[src/rtl/serial_subtractor.sv]
// Bit-serial two's-complement subtractor D = X - Y - borrowin, LSB first, one bit per clock.
// Result, borrowout and overflow are registered on the final-bit edge; done pulses for one cycle after it.
module serial_subtractor #(
  parameter int n = 8
) (
  input  logic         clk,
  input  logic         reset,
  input  logic         start,
  input  logic         borrowin,
  input  logic [n-1:0] X,
  input  logic [n-1:0] Y,
  output logic         busy,
  output logic         done,
  output logic [n-1:0] D,
  output logic         borrowout,
  output logic         overflow
);

  localparam int CW = (n > 2) ? $clog2(n) : 1;

  typedef enum logic [1:0] {
    IDLE = 2'd0,
    RUN  = 2'd1,
    DONE = 2'd2
  } state_t;

  state_t         state_q;
  logic [n-1:0]   x_q;
  logic [n-1:0]   y_q;
  logic [n-1:0]   res_q;
  logic [CW-1:0]  cnt_q;
  logic           b_q;
  logic           xs_q;
  logic           ys_q;
  logic           busy_q;
  logic           done_q;
  logic [n-1:0]   d_q;
  logic           borrowout_q;
  logic           overflow_q;

  logic           diff_bit;
  logic           b_d;
  logic [n-1:0]   res_d;
  logic           last_bit;

  // One full-subtractor cell; the operand registers present bit i at position 0.
  always_comb begin
    diff_bit = x_q[0] ^ y_q[0] ^ b_q;
    b_d      = (~x_q[0] & y_q[0]) | (~x_q[0] & b_q) | (y_q[0] & b_q);
    res_d    = {diff_bit, res_q[n-1:1]};
    last_bit = (cnt_q == CW'(n - 1));
  end

  always_ff @(posedge clk) begin
    if (reset) begin
      state_q     <= IDLE;
      x_q         <= '0;
      y_q         <= '0;
      res_q       <= '0;
      cnt_q       <= '0;
      b_q         <= 1'b0;
      xs_q        <= 1'b0;
      ys_q        <= 1'b0;
      busy_q      <= 1'b0;
      done_q      <= 1'b0;
      d_q         <= '0;
      borrowout_q <= 1'b0;
      overflow_q  <= 1'b0;
    end else begin
      case (state_q)
        IDLE: begin
          if (start) begin
            x_q     <= X;
            y_q     <= Y;
            b_q     <= borrowin;
            xs_q    <= X[n-1];
            ys_q    <= Y[n-1];
            res_q   <= '0;
            cnt_q   <= '0;
            busy_q  <= 1'b1;
            state_q <= RUN;
          end
        end
        RUN: begin
          x_q   <= x_q >> 1;
          y_q   <= y_q >> 1;
          b_q   <= b_d;
          res_q <= res_d;
          cnt_q <= cnt_q + CW'(1);
          if (last_bit) begin
            // The sign bits were captured at accept because the operand registers have shifted away.
            d_q         <= res_d;
            borrowout_q <= b_d;
            overflow_q  <= (xs_q ^ ys_q) & (diff_bit ^ xs_q);
            done_q      <= 1'b1;
            state_q     <= DONE;
          end
        end
        DONE: begin
          done_q  <= 1'b0;
          busy_q  <= 1'b0;
          state_q <= IDLE;
        end
        default: begin
          done_q  <= 1'b0;
          busy_q  <= 1'b0;
          state_q <= IDLE;
        end
      endcase
    end
  end

  assign busy      = busy_q;
  assign done      = done_q;
  assign D         = d_q;
  assign borrowout = borrowout_q;
  assign overflow  = overflow_q;

endmodule
[config.mk]
export PLATFORM = sky130hd
export DESIGN_NAME = serial_subtractor
export DESIGN_NICKNAME = d
export VERILOG_FILES = /design/src/rtl/serial_subtractor.sv
export SDC_FILE = /design/constraint.sdc
export NUM_CORES = 1
export LEC_CHECK = 0
export ABC_AREA = 0
export CELL_PAD_IN_SITES_DETAIL_PLACEMENT = 1
export CELL_PAD_IN_SITES_GLOBAL_PLACEMENT = 1
export CORE_ASPECT_RATIO = 0.7
export CORE_MARGIN = 3
export CORE_UTILIZATION = 43
export CTS_BUF_LIST = sky130_fd_sc_hd__clkbuf_16
export DETAILED_ROUTE_END_ITERATION = 10
export PLACE_DENSITY_LB_ADDON = 0.1
export SYNTH_ARGS = -nofsm -noshare
export SYNTH_HDL_FRONTEND = slang
export SYNTH_SLANG_ARGS = --single-unit
[constraint.sdc]
create_clock -name clk -period 2.4 [get_ports clk]
set_clock_uncertainty 0.05 [all_clocks]
set_input_delay 0.36 -clock clk [delete_from_list [all_inputs] [get_ports clk]]
set_output_delay 0.36 -clock clk [all_outputs]
set_load 0.02 [all_outputs]
==> qor.yml <==
clocking:
  insertion_delay_ps: 280
  htree_levels: 2
  numCtsBuffers: 5
  cts_tree: "done"
  cts_hold_buf: 0
  clk_pin_slew_ps: 50
  cts_setup_buffers: 0
  ctsResizeCount: 0
  root_buffer: "clkbuf_16"
  cts_sinks: 43
  cts_max_path_buffers: 2
critical_path:
  crit_type: "input port to flip-flop"
  endpoint: "y_q[1]"
  reg2reg_from: "state_q[0]"
  required_ps: 2540
  arrival_ps: 1850
  startpoint_type: "input port"
  endpoint_kind: "flip-flop"
  path_max_fanout: 26
  r2r_slack_ps: 720
  worstSetupStartpoint: "start"
  rr_worst_depth: 3
  r2r-end: "res_q[5]"
yosys:
  yosysTopAreaCellShare_pct: 45.7
  ys_seq_area_share_pct: 45.7
  synth_nets: 217
  synth.largest_area_cell: "dfxtp_1"
  netlist_area_um2: 1880
  yosys-top-cells-area: "dfxtp_1, a211oi_2, mux2i_1"
  yosys_warnings: 0
  yosysUniqueCellTypes: 27
  avgSynthCellArea_um2: 9.71
  syn_inst: 194
  synth_seq_cells: 43
final_layout:
  finalNetCount: 243
  antenna_cells: 0
  area_growth_pct: 21.6
  nFillCells: 457
  drive_gt1_share_pct: 15.5
die:
  die_h_um: 61.4
  core_area_um2: 4070
  die-area_um2: 5230
  initial_utilization_pct: 46.4
  die-width_um: 85.1
  row_count: 19
  io_pins: 32
min_path:
  holdCritPathClass: "flip-flop to flip-flop"
  whs_path_depth: 2
job:
  drv_cap: 0
global_routing:
  antenna_found_initial: 0
  grt_max_degree: 27
  grt_pass1_vias: 1581
  grt_pass1_wl_um: 7310
  grt_remaining_overflow: 0
  grt_use_total_pct: 17.8
sta:
  slew_headroom_pct: 53.3
  fin_crit_sh_pct: 71.0
  fin_setup_tns_ps: 0
  tightest_slew_ps: 699
  layout_min_cycle_time_ps: 1700
  rsz0062_at_grt: "no"
  setup_ws_ps: 696
  slew_viol_final: 0
  hold_violations: 0
  setup_viol: 0
  max_freq_mhz: 587
pwr:
  ir_worst_vdd_mv: 0.460
  p_leak_nw: 0.837
  power.density_nw_per_um2: 697
drt:
  drt_iter0_drc: 46
  viasPerCell: 5.49
  wl_um: 4240
  num_vias: 1492
  antenna_left: 0
  drtPass1Iterations: 4
  routedWlPerCell_um: 15.6
  drcViolationCount: 0
placed_design:
  dp_hpwl_um: 2980
  numPortBuffers: 31
  gp_congestion: 0.706
  place_ws_ps: 416
outcome:
  status: "finished clean"
[cells in the mapped netlist, drive strengths merged]
master   n
mux2i   14
fa       1
nand3b   2
nor3     2
clkbuf   4
nand2b   4
ha       2
nand2   18
and3b    1
a21oi   19
o21ai    2
o221a    2
nor3b    1
o21ba    1
nor2    33
a211oi  15
buf     12
dfxtp   43
a22oi    9
o21bai   1
inv      6
nor2b    2
[worst max-delay path: stages]
cell and delay [ps]:
clkdlybuf4s50_1 690, o21ba_1 170, buf_4 330, nor2_2 70, a211oi_2 210
[how the worst min path moves through the flow]
stage                   from  endpoint  slack, ps
detailed placement      D[2]      D[2]        410
CTS                     D[2]      D[2]        420
floorplan           res_q[1]      D[0]        380
global route            D[2]      D[2]        440
finish                  D[2]      D[2]        420
global placement        D[3]      D[3]        400
[power breakdown]
part | internal, mW | switching (mW)
Sequential | 0.749 | 0.0290
Combinational | 0.0982 | 0.104
Clock | 0.373 | 0.245
[per-layer routing]
| layer | global-route usage [%] | wire (um) | vias up | share of wire, % |
|---|---|---|---|---|
| li1 | - | - | 714 | - |
| met1 | 23.0 | 2020 | 732 | 48 |
| met2 | 30.0 | 1980 | 34 | 47 |
| met3 | 4.41 | 165 | 12 | 3.9 |
| met4 | 6.09 | 71 | 0 | 1.7 |
| met5 | 0 | 0 | - | 0 |
[final cells by class]
type | instances | area, um^2 | area share (%)
flip-flops and latches | 43 | 861 | 37.6
inverters | 6 | 22.5 | 0.983
clock inverters | 2 | 8.76 | 0.382
clock buffers | 5 | 125 | 5.46
repair buffers | 35 | 335 | 14.6
multi-input cells | 129 | 875 | 38.2
well taps | 52 | 65.1 | 2.84
[registers in the layout, indices dropped and copies added, names as in the netlist]
signal,flops
done,1
b_q,1
borrowout,1
x_q,8
xs_q,1
cnt_q,3
D,8
res_q,7
busy,1
y_q,8
ys_q,1
overflow,1
state_q,2
[cells in the final DEF (no fill, tap or decap)]
master,n
a211oi_1,2
a211oi_2,13
a21oi_1,19
a22oi_1,9
and3b_1,1
buf_2,1
buf_4,4
clkbuf_16,5
clkdlybuf4s50_1,30
clkinv_1,1
clkinv_2,1
dfxtp_1,43
fa_1,1
ha_1,2
inv_1,6
mux2i_1,14
nand2_1,18
nand2b_1,4
nand3b_1,2
nor2_1,26
nor2_2,7
nor2b_1,2
nor3_1,2
nor3b_1,1
o21ai_0,2
o21ba_1,1
o21bai_4,1
o221a_2,2
[cell families after synthesis]
kind of cell,Yosys count,share of synthesized area (%)
AOI/OAI and AO/OA,49,21.3
DFF,43,45.7
muxes,14,7.44
buffers and inverters,22,7.90
adders and majority gates,3,2.39
and+or+nand+nor,63,15.3
[stage by stage]
step / utilization (%) / power (mW) / std cells / instance area, um^2 / hold slack, ps
finish: 56.4 / 1.60 / 272 / 2290 / 417
global route: 56.4 / 1.67 / 272 / 2290 / 436
CTS: 56.4 / 1.62 / 272 / 2290 / 422
detailed placement: 53.1 / 0.997 / 265 / 2160 / 406
global placement: 53.1 / 0.984 / 265 / 2160 / 396
floorplan: - / 0.942 / 194 / 1880 / 382
(Power assumes the default switching activity.)
==> variant 1: new RTL, config.mk and constraints unchanged <==
Reset style: asynchronous (`reset`), changed in one clocked block.
--- a/src/rtl/serial_subtractor.sv
+++ b/src/rtl/serial_subtractor.sv
@@ -53,3 +53,3 @@
 
-  always_ff @(posedge clk) begin
+  always_ff @(posedge clk or posedge reset) begin
     if (reset) begin
Check against the original RTL: differs if reset is asserted again (counterexample within 4 cycles, from zero or initial values and one cycle with reset high); with reset held inactive, the same outputs for 10 cycles.
==> variant 1 against the original RTL <==
Die area down 2.5%; worst setup slack got worse by 210 ps; synthesized cell count fell by 24%; synthesized area fell by 2.7%; sequential cell count did not move; final area rose by 0.49%; wire length down 6.9%; non-clock buffer count down 1; critical path type is now reg2reg.
Power is not compared: it rests on default switching activity, and its combinational part moved more than twofold at a synthesized area within 25%.
==> variant 1: results (changes against the original RTL) <==
RR Startpoint: state_q[0] (unchanged)
Worst Setup Slack post-DPL: 227 ps (was 416 ps)
Ranking of synthesized cells by instance count: sky130_fd_sc_hd__dfrtp_1 (43), sky130_fd_sc_hd__nand2_1 (17), sky130_fd_sc_hd__o21ai_0 (17) (was sky130_fd_sc_hd__dfxtp_1 (43), sky130_fd_sc_hd__nor2_1 (26), sky130_fd_sc_hd__a21oi_1 (19))
Launch point of the worst hold path: x_q[1] (was D[2])
Net Count, Synth: 171 (was 217)
Final Non-Filler Cells: 233 (was 272)
Crit-path max cell delay: 960 ps (was 690 ps)
Total wire length after detailed routing: 3950 um (was 4240 um)
Sequential fraction of the synthesis area: 58.7% (was 45.7%)
Clock root buffer: sky130_fd_sc_hd__clkbuf_16 (unchanged)
Met1 GRT Util: 23.4% (was 23.0%)
Placed cell areas: 0.00216 mm2 (unchanged)
Worst r2r dst: cnt_q[0] (was res_q[5])
Family with the most delay on the worst path: compound AO/OA/AOI/OAI gates (was buffers and inverters)
Post-layout nets: 203 (was 243)
Launch point of the critical path: state_q[0] (was start)
Leading cell types by total area after synthesis: sky130_fd_sc_hd__dfrtp_1 (59%), sky130_fd_sc_hd__a22o_1 (5.3%), sky130_fd_sc_hd__a22oi_1 (4.9%) (was sky130_fd_sc_hd__dfxtp_1 (46%), sky130_fd_sc_hd__a211oi_2 (8.6%), sky130_fd_sc_hd__mux2i_1 (7.4%))
Global-route wire length before repair: 6760 um (was 7310 um)
Final min period: 1910 ps (was 1700 ps)
Slowest cell on crit path: sky130_fd_sc_hd__o21bai_2 (was sky130_fd_sc_hd__clkdlybuf4s50_1)
Fill cell count: 412 (was 457)
R2r worst-path depth: 2 (was 3)
Via count: 1250 (was 1492)
Worst hold margin: 438 ps (was 417 ps)
First-iteration detailed-routing DRC count: 49 (was 46)
Unique cell type count in the Yosys netlist: 25 (was 27)
CP Data Arrival Time: 2070 ps (was 1850 ps)
Cell depth of the worst min-delay path: 2 (unchanged)
Run status: finished clean (unchanged)
Post-Syn Area per Cell: 12.4 um2 (was 9.71 um2)
Number of buffers added by the clock tree synthesis step: 5 (unchanged)
HPWL reported at the end of detailed placement: 2620 um (was 2980 um)
Pin count of the biggest net entering global routing: 44 (was 27)
Pin slew with the least headroom to its limit: 1150 ps (was 699 ps)
Global routing met3 resource utilization: 4.34% (was 4.41%)
M2 GR Usage: 28.1% (was 30.0%)
Worst Path Max Fanout: 27 (was 26)
Number of antenna violations at the first check in global routing: 0 (unchanged)
Fraction of layout cells with a size suffix above 1: 14.9% (was 15.5%)
Post-synth ARST share: 100% (was 0%)
All-layer global routing usage: 17.2% (was 17.8%)
Worst Hold Endpoint: x_q[1] (was D[2])
Worst R2R Setup Slack: 490 ps (was 720 ps)
Weighted congestion at the end of routability-driven global placement: 0.708 (was 0.706)
Path class of the lowest-slack min-delay path: reg2reg (unchanged)
==> variant 1: changes by cell type after synthesis, sizes merged, moves of 14 or more <==
cell / before / now
a211oi: 15 / 0
a21oi: 19 / 5
dfrtp: 0 / 43
dfxtp: 43 / 0
mux2i: 14 / 0
nor2: 33 / 4
o21ai: 2 / 18
==> variant 1: layout make-up <==
class	instances	area [um2]	area share, %
flip-flops and latches	43	1080	46.7
multi-input cells	91	666	28.9
repair buffers	34	333	14.4
clock inverters	3	20.0	0.869
well taps	52	65.1	2.82
clock buffers	5	125	5.43
inverters	5	18.8	0.815
==> variant 1: logic make-up after synthesis <==
kind of cell	count (synthesis)	synth area share, %
buffers and inverters	14	4.98
DFF	43	58.7
muxes	11	7.58
AOI/OAI and AO/OA	47	17.1
and+or+nand+nor	30	9.22
adders and majority gates	3	2.46
==> variant 1: metal layers <==
metal | vias to the layer above | wire length (um)
li1 | 585 | -
met4 | 0 | 21
met3 | 4 | 152
met2 | 23 | 1920
met5 | - | 0
met1 | 638 | 1850
==> variant 2: new RTL, config.mk and constraints unchanged <==
Made on the original files. The parameter `n` goes from 8 to 16.
--- a/src/rtl/serial_subtractor.sv
+++ b/src/rtl/serial_subtractor.sv
@@ -3,3 +3,3 @@
 module serial_subtractor #(
-  parameter int n = 8
+  parameter int n = 16
 ) (
Interface: changed (resized D, X and Y); port bits go from 32 to 56. No check against the original RTL was run, so the function may have changed too.
==> variant 2 against the original RTL <==
Total power rose by 96%; sequential cell count rose by 33; synthesized area rose by 74%; utilization rose by 2.1 points; worst setup slack got worse by 160 ps; maximum frequency fell by 8.5%; wire length rose by 100%; worst hold slack improved by 5.9 ps; final area rose by 81%; non-clock buffer count rose by 28; largest cell class unchanged.
==> variant 2: results (changes against the original RTL) <==
Run status: finished clean (unchanged)
Worst hold margin: 422 ps (was 417 ps)
HPWL reported at the end of detailed placement: 5320 um (was 2980 um)
Placed cell areas: 0.00382 mm2 (was 0.00216 mm2)
Fraction of layout cells with a size suffix above 1: 15.2% (was 15.5%)
Vias in the first global route: 2892 (was 1581)
Total wire length after detailed routing: 8610 um (was 4240 um)
Weighted congestion at the end of routability-driven global placement: 0.769 (was 0.706)
Total of clock buffers placed in the layout: 9 (was 5)
Unique cell type count in the Yosys netlist: 38 (was 27)
Post-Route M1 WL: 4040 um (was 2020 um)
Comb_multi_in: 236 (was 129)
Ranking of synthesized cells by instance count: sky130_fd_sc_hd__dfxtp_1 (76), sky130_fd_sc_hd__nand2_1 (62), sky130_fd_sc_hd__nor2_1 (37) (was sky130_fd_sc_hd__dfxtp_1 (43), sky130_fd_sc_hd__nor2_1 (26), sky130_fd_sc_hd__a21oi_1 (19))
Worst R2R Setup Slack: 540 ps (was 720 ps)
Final Non-Filler Cells: 489 (was 272)
Crit-path max cell delay: 830 ps (was 690 ps)
Static Leak: 0.00151 uW (was 0.000837 uW)
Buffers excl. clock: 63 (was 35)
Launch point of the critical path: state_q[1] (was start)
First-iteration detailed-routing DRC count: 145 (was 46)
Number of H-tree levels: 3 (was 2)
Sequential share of cell area: 36.8% (was 37.6%)
Inverters: 4 (was 6)
Global-route wire length before repair: 14400 um (was 7310 um)
Sequential fraction of the synthesis area: 46.4% (was 45.7%)
Met2 routed wirelength: 4150 um (was 1980 um)
Pin count of the biggest net entering global routing: 64 (was 27)
Met3 wire length: 319 um (was 165 um)
M2 GR Usage: 35.1% (was 30.0%)
Net Count, Synth: 385 (was 217)
Met1 GRT Util: 25.8% (was 23.0%)
Slowest cell on crit path: sky130_fd_sc_hd__and2b_2 (was sky130_fd_sc_hd__clkdlybuf4s50_1)
Post-layout nets: 428 (was 243)
Fraction of area in multi-input gates: 37.1% (was 38.2%)
Placed cell count: 473 (was 265)
Vias per cell: 5.63 (was 5.49)
Worst-Skew Late Latency: 330 ps (was 280 ps)
Family with the most delay on the worst path: simple AND/OR/NAND/NOR gates (was buffers and inverters)
Leading cell types by total area after synthesis: sky130_fd_sc_hd__dfxtp_1 (46%), sky130_fd_sc_hd__a311oi_2 (13%), sky130_fd_sc_hd__nand2_1 (7.1%) (was sky130_fd_sc_hd__dfxtp_1 (46%), sky130_fd_sc_hd__a211oi_2 (8.6%), sky130_fd_sc_hd__mux2i_1 (7.4%))
Post-Syn Area per Cell: 9.46 um2 (was 9.71 um2)
## variant 2: cell families after synthesis
logic type / Yosys count / share of synthesized area [%]
AND/OR/NAND/NOR: 133 / 17.9
AO/OA/AOI/OAI: 99 / 27.1
flip-flops: 76 / 46.4
buffers and inverters: 35 / 7.05
multiplexers: 2 / 0.610
adder cells (fa/ha/maj): 2 / 0.991
## variant 2: worst min-delay path by stage
stage / startpoint / endpoint / cells past startpoint
3_3_place_gp: D[5] / D[5] / 2
6_report: res_q[1] / D[0] / 2
5_1_grt: res_q[1] / res_q[1] / 1
4_1_cts: res_q[1] / D[0] / 2
2_1_floorplan: res_q[1] / D[0] / 2
3_5_place_dp: res_q[1] / D[0] / 2
## variant 2: report_power, final
group	switching [uW]	leakage, uW	internal, uW
Sequential	35.3	0.000622	1320
Clock	525	0.000155	906
Combinational	192	0.000734	151
Total	752	0.00151	2380
